[src/rtl/mdio_pkg.sv]
// Shared definitions for the MDIO management master: frame codes, field
// positions, FSM states and the frame-class decode helpers.
package mdio_pkg;

   localparam logic [1:0] ST_C22 = 2'b01;
   localparam logic [1:0] ST_C45 = 2'b00;

   localparam logic [1:0] OP_C22_WR     = 2'b01;
   localparam logic [1:0] OP_C22_RD     = 2'b10;
   localparam logic [1:0] OP_C45_ADDR   = 2'b00;
   localparam logic [1:0] OP_C45_WR     = 2'b01;
   localparam logic [1:0] OP_C45_RD_INC = 2'b10;
   localparam logic [1:0] OP_C45_RD     = 2'b11;

   localparam int ST_LSB = 30;
   localparam int OP_LSB = 28;

   localparam int HDR_BITS  = 14;
   localparam int TA_BITS   = 2;
   localparam int DATA_BITS = 16;

   typedef enum logic [2:0] {
      IDLE,
      PRE,
      HDR,
      TA,
      DATA,
      DONE
   } mdio_state_t;

   function automatic logic is_read(input logic [1:0] st, input logic [1:0] op);
      return ((st == ST_C22) && (op == OP_C22_RD)) ||
             ((st == ST_C45) && ((op == OP_C45_RD) || (op == OP_C45_RD_INC)));
   endfunction

   function automatic logic is_valid(input logic [1:0] st, input logic [1:0] op);
      if (st == ST_C22)
         return (op == OP_C22_WR) || (op == OP_C22_RD);
      if (st == ST_C45)
         return (op == OP_C45_ADDR) || (op == OP_C45_WR) ||
                (op == OP_C45_RD_INC) || (op == OP_C45_RD);
      return 1'b0;
   endfunction

endpackage

[src/rtl/mdio_mdc_gen.sv]
// MDC generator: a DIV_HALF-cycle half-period divider with strobes that flag
// the cycle just before MDC rises or falls, so the FSM can act on that edge.
module mdio_mdc_gen
   import mdio_pkg::*;
#(
   parameter int DIV_HALF = 2
) (
   input  logic clk,
   input  logic reset,
   input  logic en,
   output logic mdc,
   output logic fall_stb,
   output logic rise_stb
);

   localparam int DIV_W = $clog2(DIV_HALF + 1);
   localparam logic [DIV_W-1:0] DIV_LAST = DIV_W'(DIV_HALF - 1);

   logic [DIV_W-1:0] div_cnt;
   logic             half_end;

   assign half_end = en && (div_cnt == DIV_LAST);
   assign rise_stb = half_end && !mdc;
   assign fall_stb = half_end && mdc;

   // Disabling holds MDC low with the divider cleared, so every frame starts
   // with a full-length low phase.
   always_ff @(posedge clk) begin
      if (reset || !en) begin
         div_cnt <= '0;
         mdc     <= 1'b0;
      end else if (half_end) begin
         div_cnt <= '0;
         mdc     <= ~mdc;
      end else begin
         div_cnt <= div_cnt + DIV_W'(1);
      end
   end

endmodule

[src/rtl/mdio_master.sv]
// IEEE 802.3 Clause 22/45 MDIO master: serialises one frame word per start,
// optionally preceded by a preamble, and captures read data from the PHY.
module mdio_master
   import mdio_pkg::*;
#(
   parameter int DIV_HALF = 2,
   parameter int PRE_LEN  = 32
) (
   input  logic        clk,
   input  logic        reset,
   input  logic        mdio_start,
   input  logic [31:0] t_data,
   input  logic        mdio_in,
   output logic [15:0] rd_data,
   output logic        data_rdy,
   output logic        err,
   output logic        busy,
   output logic        mdc,
   output logic        mdio_oe,
   output logic        mdio_out
);

   localparam logic [5:0] PRE_LAST  = 6'(PRE_LEN - 1);
   localparam logic [5:0] HDR_LAST  = 6'(HDR_BITS - 1);
   localparam logic [5:0] TA_LAST   = 6'(TA_BITS - 1);
   localparam logic [5:0] DATA_LAST = 6'(DATA_BITS - 1);
   localparam mdio_state_t FIRST_STATE = (PRE_LEN == 0) ? HDR : PRE;

   mdio_state_t state, next_state;
   logic [5:0]  bit_cnt;
   logic [31:0] tx_shift;
   logic [31:0] frame_src;
   logic [15:0] rx_shift;
   logic        rd_frame;
   logic        rd_next;
   logic        err_flag;
   logic        reject;
   logic        can_accept;
   logic        start_ok;
   logic        accept;
   logic        reject_now;
   logic        load_bit;
   logic        bit_oe;
   logic        bit_out;
   logic        fall_stb;
   logic        rise_stb;

   mdio_mdc_gen #(
      .DIV_HALF (DIV_HALF)
   ) u_mdc_gen (
      .clk      (clk),
      .reset    (reset),
      .en       (busy),
      .mdc      (mdc),
      .fall_stb (fall_stb),
      .rise_stb (rise_stb)
   );

   // A new request is taken in DONE as well as IDLE so frames can run back to back.
   assign can_accept = (state == IDLE) || (state == DONE);
   assign start_ok   = is_valid(t_data[ST_LSB +: 2], t_data[OP_LSB +: 2]);
   assign accept     = can_accept && mdio_start && start_ok;
   assign reject_now = can_accept && mdio_start && !start_ok;
   assign frame_src  = accept ? t_data : tx_shift;
   assign rd_next    = accept ? is_read(t_data[ST_LSB +: 2], t_data[OP_LSB +: 2]) : rd_frame;
   assign load_bit   = accept ||
                       (fall_stb && (next_state inside {PRE, HDR, TA, DATA}));

   always_ff @(posedge clk) begin
      if (reset) begin
         state <= IDLE;
      end else begin
         state <= next_state;
      end
   end

   // Each serial phase ends on the MDC falling edge of its last bit.
   always_comb begin
      next_state = state;
      case (state)
         IDLE, DONE: next_state = accept ? FIRST_STATE : IDLE;
         PRE:  if (fall_stb && (bit_cnt == PRE_LAST))  next_state = HDR;
         HDR:  if (fall_stb && (bit_cnt == HDR_LAST))  next_state = TA;
         TA:   if (fall_stb && (bit_cnt == TA_LAST))   next_state = DATA;
         DATA: if (fall_stb && (bit_cnt == DATA_LAST)) next_state = DONE;
         default: next_state = IDLE;
      endcase
   end

   always_comb begin
      busy     = 1'b0;
      data_rdy = 1'b0;
      err      = reject;
      case (state)
         PRE, HDR, TA, DATA: busy = 1'b1;
         DONE: begin
            data_rdy = 1'b1;
            err      = reject | err_flag;
         end
         default: ;
      endcase

      if (next_state == PRE) begin
         bit_oe  = 1'b1;
         bit_out = 1'b1;
      end else begin
         bit_oe  = !(rd_next && ((next_state == TA) || (next_state == DATA)));
         bit_out = bit_oe & frame_src[31];
      end
   end

   // Serial datapath: pins update only on the edge that starts a bit, read
   // data is sampled on the edge where MDC rises.
   always_ff @(posedge clk) begin
      if (reset) begin
         bit_cnt  <= '0;
         tx_shift <= '0;
         rx_shift <= '0;
         rd_frame <= 1'b0;
         err_flag <= 1'b0;
         reject   <= 1'b0;
         rd_data  <= '0;
         mdio_oe  <= 1'b0;
         mdio_out <= 1'b0;
      end else begin
         reject <= reject_now;

         if (next_state != state)
            bit_cnt <= '0;
         else if (fall_stb)
            bit_cnt <= bit_cnt + 6'd1;

         if (accept) begin
            rd_frame <= rd_next;
            err_flag <= 1'b0;
         end else if (rise_stb && (state == TA) && (bit_cnt == TA_LAST) &&
                      rd_frame && mdio_in) begin
            err_flag <= 1'b1;
         end

         if (rise_stb && (state == DATA))
            rx_shift <= {rx_shift[14:0], mdio_in};

         if ((state == DATA) && (next_state == DONE) && rd_frame)
            rd_data <= rx_shift;

         if (load_bit && (next_state != PRE))
            tx_shift <= {frame_src[30:0], 1'b0};
         else if (accept)
            tx_shift <= t_data;

         if (load_bit) begin
            mdio_oe  <= bit_oe;
            mdio_out <= bit_out;
         end else if ((next_state == IDLE) || (next_state == DONE)) begin
            mdio_oe  <= 1'b0;
            mdio_out <= 1'b0;
         end
      end
   end

endmodule
[config.mk]
export PLATFORM = sky130hd
export DESIGN_NAME = mdio_master
export DESIGN_NICKNAME = d
export VERILOG_FILES = /design/src/rtl/mdio_pkg.sv /design/src/rtl/mdio_mdc_gen.sv /design/src/rtl/mdio_master.sv
export SDC_FILE = /design/constraint.sdc
export NUM_CORES = 1
export LEC_CHECK = 0
export CAP_MARGIN = 25
export CORE_MARGIN = 2
export CORE_UTILIZATION = 58
export CTS_BUF_LIST = sky130_fd_sc_hd__clkbuf_16
export DETAILED_ROUTE_END_ITERATION = 10
export HOLD_SLACK_MARGIN = 0.02
export MAX_ROUTING_LAYER = met4
export PLACE_DENSITY = 0.9
export SKIP_LAST_GASP = 1
export SYNTH_ARGS = -nofsm -noshare
export SYNTH_HDL_FRONTEND = slang
export SYNTH_SLANG_ARGS = --single-unit
[constraint.sdc]
create_clock -name clk -period 5.2 [get_ports clk]
set_clock_uncertainty 0.2 [all_clocks]
set_input_delay 1.04 -clock clk [delete_from_list [all_inputs] [get_ports clk]]
set_output_delay 1.04 -clock clk [all_outputs]
set_load 0.05 [all_outputs]
=== After elaboration in Yosys (flattened, before gate mapping) ===
Index checks and enable logic that the tools add are counted.

* Output and inout port bits: 22
* Logic and storage cells: 112
* Register bits after elaboration: 81

* Eq/ne operators: 21
* Add/subtract/negate cells: 2
* Bitwise logic cells: 3
* Reductions and logical operators: 49
* Multiplexer cells: 24

{| class="wikitable"
|+ Operators with widths
! cell !! number
|-
| $mux 32 || 2
|-
| $logic_and 1x1->1 || 22
|-
| $mux 1 || 17
|-
| $pmux 3 s5 || 1
|-
| $eq 3x2->1 const B || 4
|-
| $eq 3x3->1 const B || 4
|-
| $eq 6x4->1 const B || 2
|-
| $mux 3 || 4
|-
| $logic_or 1x1->1 || 11
|-
| $reduce_or 2->1 || 5
|-
| $add 6x1->6 const B || 1
|-
| $eq 2x1->1 const B || 3
|-
| $eq 3x1->1 const B || 2
|-
| $eq 6x1->1 const B || 1
|-
| $eq 6x5->1 const B || 1
|-
| $logic_not 3->1 || 2
|-
| $eq 2x2->1 const B || 2
|-
| $logic_not 1->1 || 4
|-
| $logic_not 2->1 || 2
|-
| $reduce_bool 4->1 || 1
|-
| $reduce_or 4->1 || 1
|-
| $ne 3x1->1 const B || 1
|-
| $ne 3x3->1 || 1
|-
| $add 2x1->2 const B || 1
|-
| 4 further kinds || 4
|}

=== Depth between registers and ports, before layout ===
* Depth in word-level cells: 17
* Gate-level depth with buffers: 11

=== Hierarchy ===
Synthesis repeated with hierarchy kept, for this count alone.

* Cells, all modules: 460
* Area total of the unflattened synthesis: 3,925.0 um2

{| class="wikitable"
|+ By module, submodules not included
! module !! area an instance (um2) !! cells each !! sequential area each (um2) !! instances
|-
| mdio_master || 3,804.9 || 447 || 1,561.5 || 1
|-
| mdio_mdc_gen || 120.1 || 13 || 60.1 || 1
|}

=== Least setup slack after synthesis ===
OpenSTA, ideal clock, no wires.

* Kind: input -> register
* Start: input port t_data[28]
* End: register rd_data[10]
* Data required time: 4.928 ns
* Slack: 2.007 ns
* Arrival: 2.921 ns
* Stages: 10
* Cells stage by stage: inv_1 -> ha_1 -> a21oi_1 -> and3_1 -> clkbuf_1 -> a31o_2 -> a21oi_4 -> nor3_4 -> buf_6 -> mux2i_1

* Longest elaborated chain between the ends: 13
* Elaborated cells on any way between the ends: 18
* Those cells by class: eq/ne: 4; mux: 6; reduce/logical: 8

{| class="wikitable"
|+ Ends and longest elaborated chain
! what !! line !! RTL
|-
| start, declared || mdio_master.sv:12 || <nowiki>input logic [31:0] t_data,</nowiki>
|-
| $eq 2x1->1 / $logic_not 2->1 (equally long branches) || mdio_pkg.sv:38, mdio_pkg.sv:40 ||
|-
| $logic_or 1x1->1 (2 in series) || mdio_pkg.sv:40 || <nowiki>return (op == OP_C45_ADDR) || (op == OP_C45_WR) ||</nowiki>
|-
| $logic_or 1x1->1 || mdio_pkg.sv:41 || <nowiki>(op == OP_C45_RD_INC) || (op == OP_C45_RD);</nowiki>
|-
| $mux 1 || mdio_pkg.sv:39 || <nowiki>if (st == ST_C45)</nowiki>
|-
| $mux 1 || mdio_pkg.sv:42 || <nowiki>return 1'b0;</nowiki>
|-
| $mux 1 (*) || mdio_pkg.sv:39 ||
|-
| $logic_and 1x1->1 (*) || mdio_master.sv:62 || <nowiki>assign accept = can_accept && mdio_start && start_ok;</nowiki>
|-
| $mux 1 (*) || mdio_master.sv:81 || <nowiki>IDLE, DONE: next_state = accept ? FIRST_STATE : IDLE;</nowiki>
|-
| $pmux 3 s5 (*) || mdio_master.sv:80 || <nowiki>case (state)</nowiki>
|-
| $eq 3x3->1 (*) || mdio_master.sv:144 || <nowiki>if ((state == DATA) && (next_state == DONE) && rd_frame)</nowiki>
|-
| $logic_and 1x1->1 (*) (2 in series) || mdio_master.sv:144 ||
|-
| end signal, assigned || mdio_master.sv:145 || <nowiki>rd_data <= rx_shift;</nowiki>
|-
| end, declared || mdio_master.sv:14 || <nowiki>output logic [15:0] rd_data,</nowiki>
|}

Mark *: on every way between the ends. The rest lies on a longest branch, timed or not. The select of a mux whose other input is x is not followed.
A chain may end at the register's enable or synchronous reset.

=== Worst setup path after layout ===
* Start: input port t_data[28]
* End: register tx_shift[22]

* Longest elaborated chain between the ends: 16
* Elaborated cells on any way between the ends: 26
* Those cells by class: eq/ne: 8; mux: 8; reduce/logical: 10

{| class="wikitable"
|+ Ends and longest elaborated chain
! what !! line !! RTL
|-
| $eq 2x1->1 / $logic_not 2->1 (equally long branches) || mdio_pkg.sv:38, mdio_pkg.sv:40 ||
|-
| $logic_or 1x1->1 (2 in series) || mdio_pkg.sv:40 ||
|-
| $logic_or 1x1->1 || mdio_pkg.sv:41 ||
|-
| $mux 1 || mdio_pkg.sv:39 ||
|-
| $mux 1 || mdio_pkg.sv:42 ||
|-
| $mux 1 (*) || mdio_pkg.sv:39 ||
|-
| $logic_and 1x1->1 (*) || mdio_master.sv:62 ||
|-
| $mux 1 || mdio_master.sv:81 ||
|-
| $pmux 3 s5 || mdio_master.sv:80 ||
|-
| $eq 3x1->1 (tied with other cells) || mdio_master.sv:67 || <nowiki>(fall_stb && (next_state inside {PRE, HDR, TA, DATA}));</nowiki>
|-
| $reduce_bool 4->1 || mdio_master.sv:67 ||
|-
| $logic_and 1x1->1 || mdio_master.sv:67 ||
|-
| $logic_or 1x1->1 || mdio_master.sv:66 || <nowiki>assign load_bit = accept ||</nowiki>
|-
| $logic_and 1x1->1 || mdio_master.sv:147 || <nowiki>if (load_bit && (next_state != PRE))</nowiki>
|-
| $mux 32 (*) || mdio_master.sv:147 ||
|-
| end signal, assigned || mdio_master.sv:148 || <nowiki>tx_shift <= {frame_src[30:0], 1'b0};</nowiki>
|-
| end signal, assigned || mdio_master.sv:150 || <nowiki>tx_shift <= t_data;</nowiki>
|-
| end, declared || mdio_master.sv:31 || <nowiki>logic [31:0] tx_shift;</nowiki>
|}

Marked as above.

==> impl_metrics.json <==
{
  "status": "completed",
  "nFillCells": 464,
  "critPathCaptureType": "flop",
  "drc": 0,
  "final_util_pct": 73.5,
  "ys_warn_count": 0,
  "hold_class": "flop to flop",
  "num_vias": 3249,
  "synth_edf_count": 0,
  "grt_pass1_vias": 3067,
  "htreeDepth": 3,
  "cap_viol_max_count": 0,
  "ant_nets": 0,
  "clk-insertion-delay-late_ps": 330,
  "postSynth.asyncResetShare_pct": 0,
  "post_cts_buffers": 0,
  "grt_overflow": 0,
  "p_leak_nw": 1.59,
  "ctsResizeCount": 0,
  "crit_arrival_ps": 3930,
  "finalHoldViolCount": 0,
  "critPathMaxStageDelay_ps": 790,
  "grt_pass1_wl_um": 13600,
  "crit_buf_inv": 2,
  "register_area_sq_um": 1620,
  "synth_cells": 437,
  "die_w_um": 85.5,
  "vdd.ir_drop.worst_mv": 0.265,
  "syn2layout_area_growth_pct": 21.8,
  "min_period_ps": 3890,
  "fp.dieH_um": 85.5,
  "clock-sinks": 81,
  "stdcell_count": 566,
  "core_area_sq_um": 6390,
  "start_util_pct": 60.3,
  "cp-start-kind": "primary input",
  "antenna_found_initial": 0,
  "n_antenna_cell": 0,
  "path_cells": "clkdlybuf4s50_1 > inv_1 > ha_1 > a21oi_1 > and3_1 > a31o_2 > a21oi_4 > o21a_2 > mux2i_1",
  "tritoncts": "built",
  "num_rows": 29,
  "grt_max_degree": 61,
  "grt_usage_pct": 23.6,
  "dp_hpwl_um": 5370,
  "num_io_pins": 58,
  "wl_um": 8080,
  "synth.distinct_cells": 46,
  "cts_buffer_depth": 2,
  "ys.flop_type": "dfxtp_1",
  "ys_seq_area_share_pct": 42.1,
  "cpMaxStageDelayCell": "o21a_2",
  "crit_type": "primary input to flop",
  "powerDensity_nw_per_um2": 292,
  "fin_tns_setup_ps": 0,
  "dr.pass1.iters": 4,
  "synth-seq-cells": 81,
  "max_slew_margin_pct": 35.7,
  "synth_nets": 478,
  "portBuffers": 57,
  "place.gp.congestion": 0.808,
  "dp.cells": 550,
  "finalMaxSlewViolations": 0,
  "syn_area_sq_um": 3850,
  "crit_family": "compound AO/OA/AOI/OAI gates",
  "tightest_slew_ps": 962,
  "fin_nets": 525,
  "fmax_mhz": 257,
  "hold_buffers": 0,
  "multiInputGateArea_sq_um": 2040,
  "drtIter0Drc": 180,
  "timing.final.crit_share_pct": 74.7,
  "clk_pin_slew_ps": 60,
  "syn_avg_cell_area_sq_um": 8.81,
  "routedWlPerCell_um": 14.3,
  "whs_ps": 243,
  "cp_data_required_time_ps": 5240,
  "crit_fanout": 32,
  "viasPerCell": 5.74,
  "rsz0062_at_grt": "false",
  "clockRootBuffer": "clkbuf_16",
  "dieArea_sq_um": 7310,
  "cts_made_buffers": 9,
  "drive_above_1_share_pct": 6.75,
  "finalSetupViolCount": 0
}
[path summary, 6_finish.rpt]
kind	start	to	slack, ps	depth (start not counted)
setup / recovery	t_data[28]	tx_shift[22]$_SDFF_PP0_	1310	9
hold / removal	u_mdc_gen.div_cnt[0]$_SDFF_PP0_	u_mdc_gen.div_cnt[0]$_SDFF_PP0_	240	1
setup reg to reg	bit_cnt[0]$_SDFFE_PP0P_	tx_shift[22]$_SDFF_PP0_	1770	6
hold reg to reg	u_mdc_gen.div_cnt[0]$_SDFF_PP0_	u_mdc_gen.div_cnt[0]$_SDFF_PP0_	240	1
[stage by stage]
step           power [mW]  area [sq um]  worst slack (ps)
6_report             1.37          4690              1310
5_1_grt              1.42          4690              1140
4_1_cts              1.38          4690              1330
3_5_place_dp        0.794          4410              1080
3_3_place_gp        0.787          4390              1190
2_1_floorplan       0.751          3850              2010
[area by class of cell]
type	count	share of cell area [%]
Clock buffer	9	4.80
Clock inverter	7	1.17
Inverter	7	0.560
Multi-Input combinational cell	322	43.6
Sequential cell	81	34.6
Tap cell	77	2.05
Timing Repair Buffer	63	13.3
[worst reg2reg max path, delay by kind of cell, from the launching register on]
| kind | cells | cell delay, ps |
|---|---|---|
| adders and majority gates | 1 | 220 |
| AOI/OAI and AO/OA | 2 | 1730 |
| muxes | 1 | 340 |
| and+or+nand+nor | 2 | 460 |
| DFF | 1 | 390 |
[cell usage after synthesis, types with 3 or more instances]
cell / instances / area share (%)
nand2_1: 101 / 9.8
o21a_1: 3 / 0.58
clkbuf_1: 19 / 1.9
buf_12: 3 / 1.6
or3_1: 3 / 0.49
ha_1: 5 / 1.6
nor4_1: 4 / 0.65
inv_1: 7 / 0.68
o21ai_0: 4 / 0.52
mux2i_1: 49 / 13
nor2_1: 16 / 1.6
nand3_1: 5 / 0.65
a21o_1: 32 / 6.2
a21oi_1: 22 / 2.9
nor3_1: 7 / 0.91
dfxtp_1: 81 / 42
nand2b_1: 34 / 5.5
xnor2_1: 4 / 0.91
[flip-flops by register name (all words and copies together) (netlist names), 2 cells and up]
register / flops
bit_cnt: 6
rd_data: 16
rx_shift: 16
state: 3
tx_shift: 32
u_mdc_gen.div_cnt: 2
[cell usage in the layout, fill, tap and decap left out, drive strengths merged, types with 2 or more instances in the layout]
cell type,synthesis,layout
nor4,4,4
dfxtp,81,81
nand3b,2,2
buf,8,7
inv,7,9
o2111ai,2,2
mux2i,49,49
o211ai,2,2
nor2,16,16
clkinv,0,3
or2,2,2
or4,3,3
nand2b,34,34
a21oi,23,23
clkbuf,19,9
nor2b,2,2
nand3,5,5
nand2,101,101
xnor2,4,4
clkinvlp,0,2
ha,5,5
or3,3,3
nor3,9,9
o32a,2,2
xor2,2,2
a21o,32,32
clkdlybuf4s50,0,56
a31oi,2,2
o21a,3,3
o32ai,2,2
o21ai,4,4
[logic make-up after synthesis]
kind of cell	Yosys count	share of synthesized area (%)
AND/OR/NAND/NOR	185	22.9
flip-flops	81	42.1
AO/OA/AOI/OAI	77	14.2
buffers and inverters	34	5.04
adder cells (fa/ha/maj)	5	1.62
XOR/XNOR	6	1.36
multiplexers	49	12.7
[layer usage]
metal / global-route usage (%) / up-vias / routed length (um)
met5: - / - / 0
met4: 9.96 / 0 / 222
met3: 5.06 / 23 / 397
met2: 38.8 / 101 / 4020
met1: 28.0 / 1538 / 3440
li1: - / 1587 / -
[report_power, final]
group	total, mW	switching (mW)	internal (mW)
clock network	0.586	0.259	0.327
registers	0.645	0.00770	0.638
logic	0.137	0.0711	0.0658
total	1.37	0.338	1.03
No activity file was read; power rests on OpenSTA's default activity.
